File: src/rtl/idex_pkg.sv
// Shared ID/EX control-bundle layout and payload sizing, used by decoder, this register and EX.
package idex_pkg;
  localparam int ALUOP_W_DEF    = 5;
  localparam int CTRL_FLAGS     = 9;
  localparam int CTRL_ALUOP_LSB = 0;
  // Flag bit indices for the default ALUOP_W; flags sit directly above alu_op.
  localparam int CTRL_LD        = ALUOP_W_DEF + 0;
  localparam int CTRL_JR        = ALUOP_W_DEF + 1;
  localparam int CTRL_JUMP      = ALUOP_W_DEF + 2;
  localparam int CTRL_ALUSRC    = ALUOP_W_DEF + 3;
  localparam int CTRL_REGDST    = ALUOP_W_DEF + 4;
  localparam int CTRL_MEMWRITE  = ALUOP_W_DEF + 5;
  localparam int CTRL_BRANCH    = ALUOP_W_DEF + 6;
  localparam int CTRL_MEMTOREG  = ALUOP_W_DEF + 7;
  localparam int CTRL_REGWRITE  = ALUOP_W_DEF + 8;
  localparam int CTRL_W         = CTRL_FLAGS + ALUOP_W_DEF;

  function automatic int ctrl_w(input int aluop_w);
    return CTRL_FLAGS + aluop_w;
  endfunction

  function automatic int payload_w(input int cw, input int pc_w, input int data_w, input int reg_aw);
    return cw + pc_w + 3 * data_w + 4 * reg_aw;
  endfunction
endpackage

File: src/rtl/idex_sat_cnt.sv
// Saturating up-counter for perf debug; sticks at all-ones.
module idex_sat_cnt #(
  parameter int W = 16
) (
  input  logic         clk,
  input  logic         rst_n,
  input  logic         inc,
  output logic [W-1:0] cnt
);
  logic [W-1:0] cnt_q, cnt_d;

  always_comb begin
    cnt_d = cnt_q;
    if (inc && (cnt_q != '1)) cnt_d = cnt_q + 1'b1;
  end

  always_ff @(posedge clk or negedge rst_n)
    if (!rst_n) cnt_q <= '0;
    else        cnt_q <= cnt_d;

  assign cnt = cnt_q;
endmodule

File: src/rtl/idex_elastic_reg.sv
// ID->EX elastic pipeline register: main + skid entry, flush, saturating stall/flush counters.
module idex_elastic_reg import idex_pkg::*; #(
  parameter  int DATA_W  = 32,
  parameter  int REG_AW  = 5,
  parameter  int ALUOP_W = 5,
  parameter  int PC_W    = 8,
  parameter  int CNT_W   = 16,
  localparam int CTRL_W  = ctrl_w(ALUOP_W)
) (
  input  logic              clk,
  input  logic              rst_n,
  input  logic              flush,
  input  logic              in_valid,
  output logic              in_ready,
  input  logic [CTRL_W-1:0] in_ctrl,
  input  logic [PC_W-1:0]   in_pcadd,
  input  logic [DATA_W-1:0] in_r1,
  input  logic [DATA_W-1:0] in_r2,
  input  logic [DATA_W-1:0] in_signimm,
  input  logic [REG_AW-1:0] in_rd1,
  input  logic [REG_AW-1:0] in_rd2,
  input  logic [REG_AW-1:0] in_rs,
  input  logic [REG_AW-1:0] in_rt,
  output logic              out_valid,
  input  logic              out_ready,
  output logic [CTRL_W-1:0] idex_ctrl,
  output logic [PC_W-1:0]   idex_pcadd,
  output logic [DATA_W-1:0] idex_r1,
  output logic [DATA_W-1:0] idex_r2,
  output logic [DATA_W-1:0] idex_signimm,
  output logic [REG_AW-1:0] idex_rd1,
  output logic [REG_AW-1:0] idex_rd2,
  output logic [REG_AW-1:0] idex_rs,
  output logic [REG_AW-1:0] idex_rt,
  output logic [CNT_W-1:0]  stall_cnt,
  output logic [CNT_W-1:0]  flush_cnt
);
  localparam int PW = payload_w(CTRL_W, PC_W, DATA_W, REG_AW);

  logic          main_valid_q, main_valid_d, skid_valid_q, skid_valid_d;
  logic [PW-1:0] main_q, main_d, skid_q, skid_d, in_pl;
  logic [CTRL_W-1:0] main_ctrl;
  logic          in_fire, out_fire;

  assign in_pl    = {in_ctrl, in_pcadd, in_r1, in_r2, in_signimm, in_rd1, in_rd2, in_rs, in_rt};
  // Ready comes straight from a flop, so no input reaches it combinationally.
  assign in_ready = ~skid_valid_q;
  assign in_fire  = in_valid & in_ready;
  assign out_fire = main_valid_q & out_ready;

  always_comb begin
    main_valid_d = main_valid_q;
    skid_valid_d = skid_valid_q;
    main_d       = main_q;
    skid_d       = skid_q;
    unique case ({main_valid_q, skid_valid_q})
      2'b00: if (in_fire) begin
        main_d       = in_pl;
        main_valid_d = 1'b1;
      end
      2'b10: begin
        if (in_fire && out_fire) main_d = in_pl;
        else if (in_fire) begin
          skid_d       = in_pl;
          skid_valid_d = 1'b1;
        end else if (out_fire) main_valid_d = 1'b0;
      end
      2'b11: if (out_fire) begin
        main_d       = skid_q;
        skid_valid_d = 1'b0;
      end
      default: ;
    endcase
    // Flush wins over every handshake; payload keeps its old contents.
    if (flush) begin
      main_valid_d = 1'b0;
      skid_valid_d = 1'b0;
      main_d       = main_q;
      skid_d       = skid_q;
    end
  end

  always_ff @(posedge clk or negedge rst_n)
    if (!rst_n) begin
      main_valid_q <= 1'b0;
      skid_valid_q <= 1'b0;
      main_q       <= '0;
      skid_q       <= '0;
    end else begin
      main_valid_q <= main_valid_d;
      skid_valid_q <= skid_valid_d;
      main_q       <= main_d;
      skid_q       <= skid_d;
    end

  assign {main_ctrl, idex_pcadd, idex_r1, idex_r2, idex_signimm,
          idex_rd1, idex_rd2, idex_rs, idex_rt} = main_q;
  assign out_valid = main_valid_q;
  assign idex_ctrl = main_valid_q ? main_ctrl : '0;

  idex_sat_cnt #(.W(CNT_W)) u_stall_cnt (
    .clk(clk), .rst_n(rst_n), .inc(main_valid_q & ~out_ready), .cnt(stall_cnt));

  idex_sat_cnt #(.W(CNT_W)) u_flush_cnt (
    .clk(clk), .rst_n(rst_n), .inc(flush & (main_valid_q | skid_valid_q)), .cnt(flush_cnt));

  a_no_skid_without_main: assert property (@(posedge clk) disable iff (!rst_n)
    main_valid_q || !skid_valid_q);
endmodule
File: config.mk
export PLATFORM = sky130hd
export DESIGN_NAME = idex_elastic_reg
export DESIGN_NICKNAME = d
export VERILOG_FILES = /design/src/rtl/idex_pkg.sv /design/src/rtl/idex_sat_cnt.sv /design/src/rtl/idex_elastic_reg.sv
export SDC_FILE = /design/constraint.sdc
export NUM_CORES = 1
export LEC_CHECK = 0
export ABC_AREA = 1
export BUFFER_PORTS_ARGS = -buffer_cell sky130_fd_sc_hd__buf_2
export CORE_MARGIN = 1.5
export CORE_UTILIZATION = 45
export CTS_CLUSTER_DIAMETER = 60
export DETAILED_ROUTE_END_ITERATION = 6
export GPL_TIMING_DRIVEN = 0
export PLACE_DENSITY = 0.68
export REMOVE_ABC_BUFFERS = 1
export SLEW_MARGIN = 20
export SYNTH_ARGS = -nofsm -noshare
export SYNTH_HDL_FRONTEND = slang
export SYNTH_HIERARCHICAL = 1
export SYNTH_SLANG_ARGS = --single-unit
File: constraint.sdc
create_clock -name clk -period 1.9 [get_ports clk]
set_input_delay 0.095 -clock clk [delete_from_list [all_inputs] [get_ports clk]]
set_output_delay 0.095 -clock clk [all_outputs]
set_load 0.01 [all_outputs]
==> flow_metrics.env, run 1 <==
export IMPL_status="finished, final reports clean"
export IMPL_postLayoutCellArea_sq_um=19050
export IMPL_grt_pass1_wl_um=64600
export IMPL_startpoint_type="flop"
export IMPL_final_cell_mix="nand2_1, buf_2, dfrtp_1"
export IMPL_ys_seq_area_share_pct=50.82
export IMPL_irDropWorstVdd_uv=716.5
export IMPL_synth_seq_cells=310
export IMPL_setup_viol=0
export IMPL_ctsHtreeMaxLevel=2
export IMPL_grt_max_degree=147
export IMPL_ios=315
export IMPL_root_buffer="clkbuf_16"
export IMPL_yosysWarnings=6
export IMPL_path_buf_inv=2
export IMPL_drt_pass1_iterations=5
export IMPL_power_w=0.02146
export IMPL_io_buffer_count=314
export IMPL_start_util_pct=45.64
export IMPL_p_leak_nw=10.23
export IMPL_synth_cell_area_sq_um=15260
export IMPL_antenna_found_initial=1
export IMPL_path_clk_slew_ps=60
export IMPL_timing_final_crit_share_pct=96.33
export IMPL_fin_ws_ps=69.79
export IMPL_clock_latency_ps=510
export IMPL_worstPathCellList="o21ai_4, nand2_8, buf_12, buf_16, nand2_1, o21ai_1"
export IMPL_slew_limit_headroom_pct=59.04
export IMPL_fin_skew_ps=13.71
export IMPL_max_stage_delay_ps=530
export IMPL_avgSynthCellArea_sq_um=8.415
export IMPL_path_class="flop to flop"
export IMPL_required_ps=2280
export IMPL_timing_fmax_mhz=546.4
export IMPL_endpoint_kind="flop"
export IMPL_final_common_cell="nand2_1"
export IMPL_chipHeight_um=187.2
export IMPL_rows=67
export IMPL_crit_fanout=25
export IMPL_dp_hpwl_um=21990
export IMPL_clk_path_buf_depth=3
export IMPL_pwr_density_cell_nw_per_um2=1126
export IMPL_synthCells=1814
export IMPL_hold_class="input port to flop"
export IMPL_grt_usage_pct=22.41
export IMPL_via_per_inst=4.964
export IMPL_grt_pass1_vias=12840
export IMPL_drv_cap=0
export IMPL_synth_distinct_cells=29
export IMPL_layout_nets=2270
export IMPL_drive_above_1_share_pct=22.87
export IMPL_cts_buffers=37
export IMPL_min_period_ps=1830
export IMPL_finalWirelength_um=40280
export IMPL_crit_family="flip-flops"
export IMPL_slowest_stage="dfrtp_4"
export IMPL_gp_congestion=0.8113
export IMPL_die_w_um=187.2
export IMPL_cts_tree="done"
export IMPL_syn_to_final_growth_pct=24.82
export IMPL_tightest_slew_ps=614.4
export IMPL_final_hold_viol_count=0
export IMPL_drc_errors=0
export IMPL_drv_slew=0
export IMPL_core_sq_um=33450
export IMPL_grt_ovfl_total=0
export IMPL_fp_dieArea_sq_um=35030
export IMPL_drtIter0Drc=911
export IMPL_detail_route_antenna_nets=0
export IMPL_wl_per_cell_um=15.49
export IMPL_critPathArrivalTime_ps=2210
export IMPL_place_ws_ps=-1169
export IMPL_dpl_cell_area_sq_um=16030
export IMPL_cts_sinks=310
export IMPL_vias=12910
[registers in the layout, summed over array words and instances (netlist names)]
register         count
skid_valid_q         1
out_valid            1
u_flush_cnt/cnt     16
main_q             138
u_stall_cnt/cnt     16
skid_q             138
[area by class of cell]
cell class | instances | area (sq um)
antenna | 1 | 2.502
clock buffer | 53 | 1056
sequential | 310 | 7765
timing repair buffer | 483 | 3561
tap | 448 | 560.5
fill | 2911 | 14400
multi-input combinational | 1096 | 5210
inverter | 197 | 742.0
clock inverter | 12 | 156.4
[report_power, final]
group | switching [W] | internal [W] | total, W | leakage, nW
clock network | 0.00276 | 0.00429 | 0.00705 | 0.593
registers | 0.00105 | 0.00844 | 0.00948 | 3.97
logic | 0.00282 | 0.00211 | 0.00493 | 5.66
total | 0.00663 | 0.0148 | 0.0215 | 10.2
[worst reg2reg max path, cell delays in order (launching register included)]
cell,delay [ps]
dfrtp_4,530
o21ai_4,470
nand2_8,200
buf_12,190
buf_16,170
nand2_1,80
o21ai_1,60
[what timing repair did]
item	CTS	global route
resized for setup	8	8
hold buffers	141	0
cloned	8	4
endpoints found under the setup margin	321	169
pin swaps	3	3
hold endpoints to repair	348	0
buffers inserted	5	6
[metal layers]
layer | wire length (um) | GRT usage (%) | vias to the layer above
met5 | 0 | 0 | -
met4 | 1183 | 7.568 | 0
met3 | 3075 | 5.553 | 86
met2 | 18950 | 37.35 | 470
met1 | 17070 | 28.51 | 6118
li1 | - | - | 6233
[Yosys cell counts]
master	count	share of area (%)
o21ai_1	115	3.8
o21ai_2	47	2.7
nand4_1	19	0.78
nor2_2	14	0.57
nand2_1	564	14
xor2_1	6	0.34
nand3_2	2	0.13
a21oi_1	1	0.033
nand3_1	20	0.66
buf_6	46	3.4
buf_4	133	6.5
clkbuf_1	20	0.49
xnor2_1	2	0.11
nand2_4	3	0.22
nand3b_1	2	0.098
buf_1	1	0.025
nand3_4	1	0.11
nor3_4	2	0.21
dfrtp_1	310	51
ha_1	2	0.16
o21ai_0	262	8.6
inv_2	7	0.17
inv_1	188	4.6
buf_2	15	0.49
nand2_2	3	0.12
nand2_8	2	0.26
clkinv_2	2	0.066
nor2_1	24	0.59
clkbuf_2	1	0.033
[stage by stage]
stage / std cells / TNS, ps / hold WS, ps / util, %
6_report: 2600 / 0 / 59.00 / 56.96
5_1_grt: 2600 / -5.467 / 74.72 / 56.96
4_1_cts: 2589 / 0 / 19.41 / 56.45
3_5_place_dp: 2370 / -188620 / 115.3 / 47.92
3_3_place_gp: 2360 / -2673730 / 361.6 / 47.00
2_1_floorplan: 1598 / -551390 / -200.6 / -
[final timing paths]
kind / slack [ps] / endpoint / start / cells past startpoint
max: 70 / main_q[11] / skid_valid_q / 6
min: 60 / skid_valid_q / flush / 4
max reg2reg: 70 / main_q[11] / skid_valid_q / 6
min reg2reg: 480 / main_q[93] / main_q[93] / 2
max in group asynchronous: 420 / skid_q[2] / rst_n / 4
min in group asynchronous: 140 / u_stall_cnt/cnt[14] / rst_n / 2
[cell families (layout without fill, tap and decap cells)]
family / Yosys count / count (layout) / synth area share (%)
AND/OR/NAND/NOR: 656 / 661 / 17.63
AO/OA/AOI/OAI: 425 / 425 / 15.09
buffers and inverters: 413 / 745 / 15.84
flip-flops: 310 / 310 / 50.82
XOR/XNOR: 8 / 8 / 0.4590
adder cells (fa/ha/maj): 2 / 2 / 0.1639
other: 0 / 1 / 0
Power figures use the tool's default switching activity.
==> run 2, diff against run 1 <==
Settings changed: ABC_AREA 1 to unset, CAP_MARGIN set to 20.
==> run 2 against run 1 <==
Against the previous run:
- the run now ends with setup timing left
- critical endpoint is now main_q[93]
- area after synthesis is 1.9% lower
- sequential share of layout area is 3.4 points lower
- first-iteration DRC count is 58% lower
- non-clock buffer count is 82 higher
- combinational power is 0.8% lower
- core utilization is 6.8 points higher
- register-to-register slack worse by 260 ps
==> flow_metrics.env, run 2 <==
export IMPL_status="finished with violations"
export IMPL_failed_checks="setup timing"
export IMPL_fin_ws_ps=-191.8
export IMPL_grt_ovfl_total=0
export IMPL_synth_edf_count=0
export IMPL_postLayoutCellArea_sq_um=20780
export IMPL_slew_limit_headroom_pct=62.16
export IMPL_die_w_um=185.4
export IMPL_fin_skew_ps=15.56
export IMPL_path_class="flop to flop"
export IMPL_drv_cap=0
export IMPL_synth_cell_area_sq_um=14970
export IMPL_grt_usage_pct=21.67
export IMPL_rsz0062_at_grt="yes"
export IMPL_reg_top3="main_q (138), skid_q (138)"
export IMPL_ctsHtreeMaxLevel=2
export IMPL_crit_fanout=5
export IMPL_synth_distinct_cells=39
export IMPL_avgSynthCellArea_sq_um=14.35
export IMPL_chipHeight_um=185.4
export IMPL_root_buffer="clkbuf_16"
export IMPL_core_sq_um=32620
export IMPL_postLayoutCoreUtil_pct=63.72
export IMPL_startpoint_type="flop"
export IMPL_dp_hpwl_um=21560
export IMPL_drtIter0Drc=387
export IMPL_antenna_found_initial=1
export IMPL_cts_tree="done"
export IMPL_min_period_ps=2092
export IMPL_async_reset_ff_share_pct=100.0
export IMPL_drt_pass1_iterations=4
export IMPL_via_per_inst=5.110
export IMPL_drv_slew=0
export IMPL_grt_pass1_vias=10560
export IMPL_synthCells=1043
export IMPL_clk_path_buf_depth=3
export IMPL_final_common_cell="buf_2"
export IMPL_hold_class="input port to asynchronous set/reset pin"
export IMPL_cts_buffers=37
export IMPL_yosys_area_top_type="dfrtp_1"
export IMPL_endpoint="main_q[93]"
export IMPL_cts_sinks=310
export IMPL_final_cell_mix="buf_2, dfrtp_1, mux2_2"
export IMPL_ys_seq_area_share_pct=51.82
export IMPL_ios=315
export IMPL_crit_path_start="skid_valid_q"
export IMPL_drc_errors=0
export IMPL_start_util_pct=45.90
export IMPL_clock_latency_ps=520
export IMPL_pwr_density_cell_nw_per_um2=1021
export IMPL_io_buffer_count=314
export IMPL_irDropWorstVdd_uv=734.9
export IMPL_r2r_start="skid_valid_q"
export IMPL_grt_pass1_wl_um=58240
export IMPL_final_hold_viol_count=0
export IMPL_setup_viol=135
export IMPL_grt_max_degree=88
export IMPL_synth_common_cells="mux2_2, dfrtp_1, buf_4, buf_6, nand4_1"
export IMPL_timing_final_crit_share_pct=110.1
export IMPL_wl_per_cell_um=20.28
export IMPL_layout_nets=1621
export IMPL_synth_seq_cells=310
export IMPL_vias=9950
export IMPL_endpoint_kind="flop"
export IMPL_detail_route_antenna_nets=0
export IMPL_yosysMostFrequentCell="mux2_2"
export IMPL_yosys_most_used_dff="dfrtp_1"
export IMPL_fp_dieArea_sq_um=34370
export IMPL_rows=66
export IMPL_r2r_end="main_q[93]"
export IMPL_fin_cells=1947
export IMPL_placed_cells=1655
export IMPL_tightest_slew_ps=565.7
export IMPL_required_ps=2290
export IMPL_power_w=0.02122
export IMPL_p_leak_nw=9.706
export IMPL_yosysWarnings=6
export IMPL_r2r_cells=9
export IMPL_synth_top_cell_area_share_pct=51.82
export IMPL_dpl_cell_area_sq_um=16180
export IMPL_path_clk_slew_ps=60
export IMPL_timing_fmax_mhz=478.1
export IMPL_syn_to_final_growth_pct=38.84
export IMPL_finalWirelength_um=39490
export IMPL_r2r_setup_slack_ps=-190
export IMPL_gp_congestion=0.7808
export IMPL_yosys_top_cells_area="dfrtp_1, mux2_2, buf_4"
export IMPL_drive_above_1_share_pct=61.90
export IMPL_critPathArrivalTime_ps=2480
-- run 2: changes by cell type in the layout (fill, tap and decap cells not counted), moves of 15 or more --
cell,previous run,this run
nand2_1,562,5
o21ai_1,115,0
buf_6,0,23
buf_4,9,24
inv_1,188,2
o21ai_0,261,3
mux2_4,0,157
buf_12,1,35
mux2_2,0,261
o21ai_2,47,0
-- run 2: repair_timing --
| item | CTS | global route |
|---|---|---|
| setup buffers | 57 | 22 |
| hold buffers | 144 | 0 |
| setup endpoints to repair | 301 | 254 |
| gates resized for setup | 161 | 114 |
| gates cloned | 14 | 5 |
| hold endpoints to repair | 375 | 0 |
| pin swaps | 3 | 2 |
-- run 2: cell type report --
class / count / area (sq um)
tap: 442 / 553.0
multi-input combinational: 560 / 6472
clock buffer: 55 / 1126
sequential: 310 / 7765
antenna: 1 / 2.502
timing repair buffer: 565 / 4738
inverter: 2 / 7.507
clock inverter: 12 / 120.1
fill: 2325 / 11830
-- run 2: worst min-delay path by stage --
stage / depth (start not counted) / endpoint / slack (ps)
floorplan: 0 / main_q[0] / -200
global placement: 2 / skid_valid_q / 310
detailed placement: 1 / u_stall_cnt/cnt[10] / -90
CTS: 3 / u_stall_cnt/cnt[5] / 200
global route: 3 / u_stall_cnt/cnt[6] / 230
finish: 3 / u_stall_cnt/cnt[6] / 180
-- run 2: kinds of logic (layout without fill, tap and decap cells) --
logic type / Yosys count / after routing / share of synthesized area, %
and+or+nand+nor: 92 / 94 / 4.505
AOI/OAI and AO/OA: 32 / 32 / 1.655
adders and majority gates: 2 / 2 / 0.1671
DFF: 310 / 310 / 51.82
buffers and inverters: 175 / 634 / 9.494
muxes: 418 / 418 / 31.54
other: 0 / 1 / 0
xor gates and xnor gates: 14 / 14 / 0.8190
-- run 2: per-stage QoR --
step	setup WS, ps	hold slack (ps)	TNS [ps]
floorplan	-6897	-200.6	-1683510
global placement	-12650	308.9	-4703480
detailed placement	-1749	-85.88	-354050
CTS	-182.5	201.0	-14470
global route	-215.5	231.8	-19490
finish	-191.8	177.9	-13260
-- run 2: critical path, stage by stage, from the launching register on --
cell and delay, ps:
dfrtp_4 500, nand2b_4 190, a211oi_4 300, buf_6 150
buf_12 100, buf_12 90, buf_12 110, buf_12 100
buf_12 120, mux2_4 300
-- run 2: report_power, final --
group	leakage (nW)	internal, W	switching, W
Sequential	3.77	0.00818	0.000972
Clock	0.618	0.00438	0.00280
Combinational	5.31	0.00297	0.00192
-- run 2: per-layer routing --
layer / wire length, um / global-route usage [%] / vias to the layer above / part of all wire [%]
li1: - / - / 4498 / -
met1: 16910 / 27.22 / 5105 / 43
met2: 19580 / 37.56 / 285 / 50
met3: 2105 / 4.738 / 62 / 5.3
met4: 898 / 5.854 / 0 / 2.3
met5: 0 / 0 / - / 0
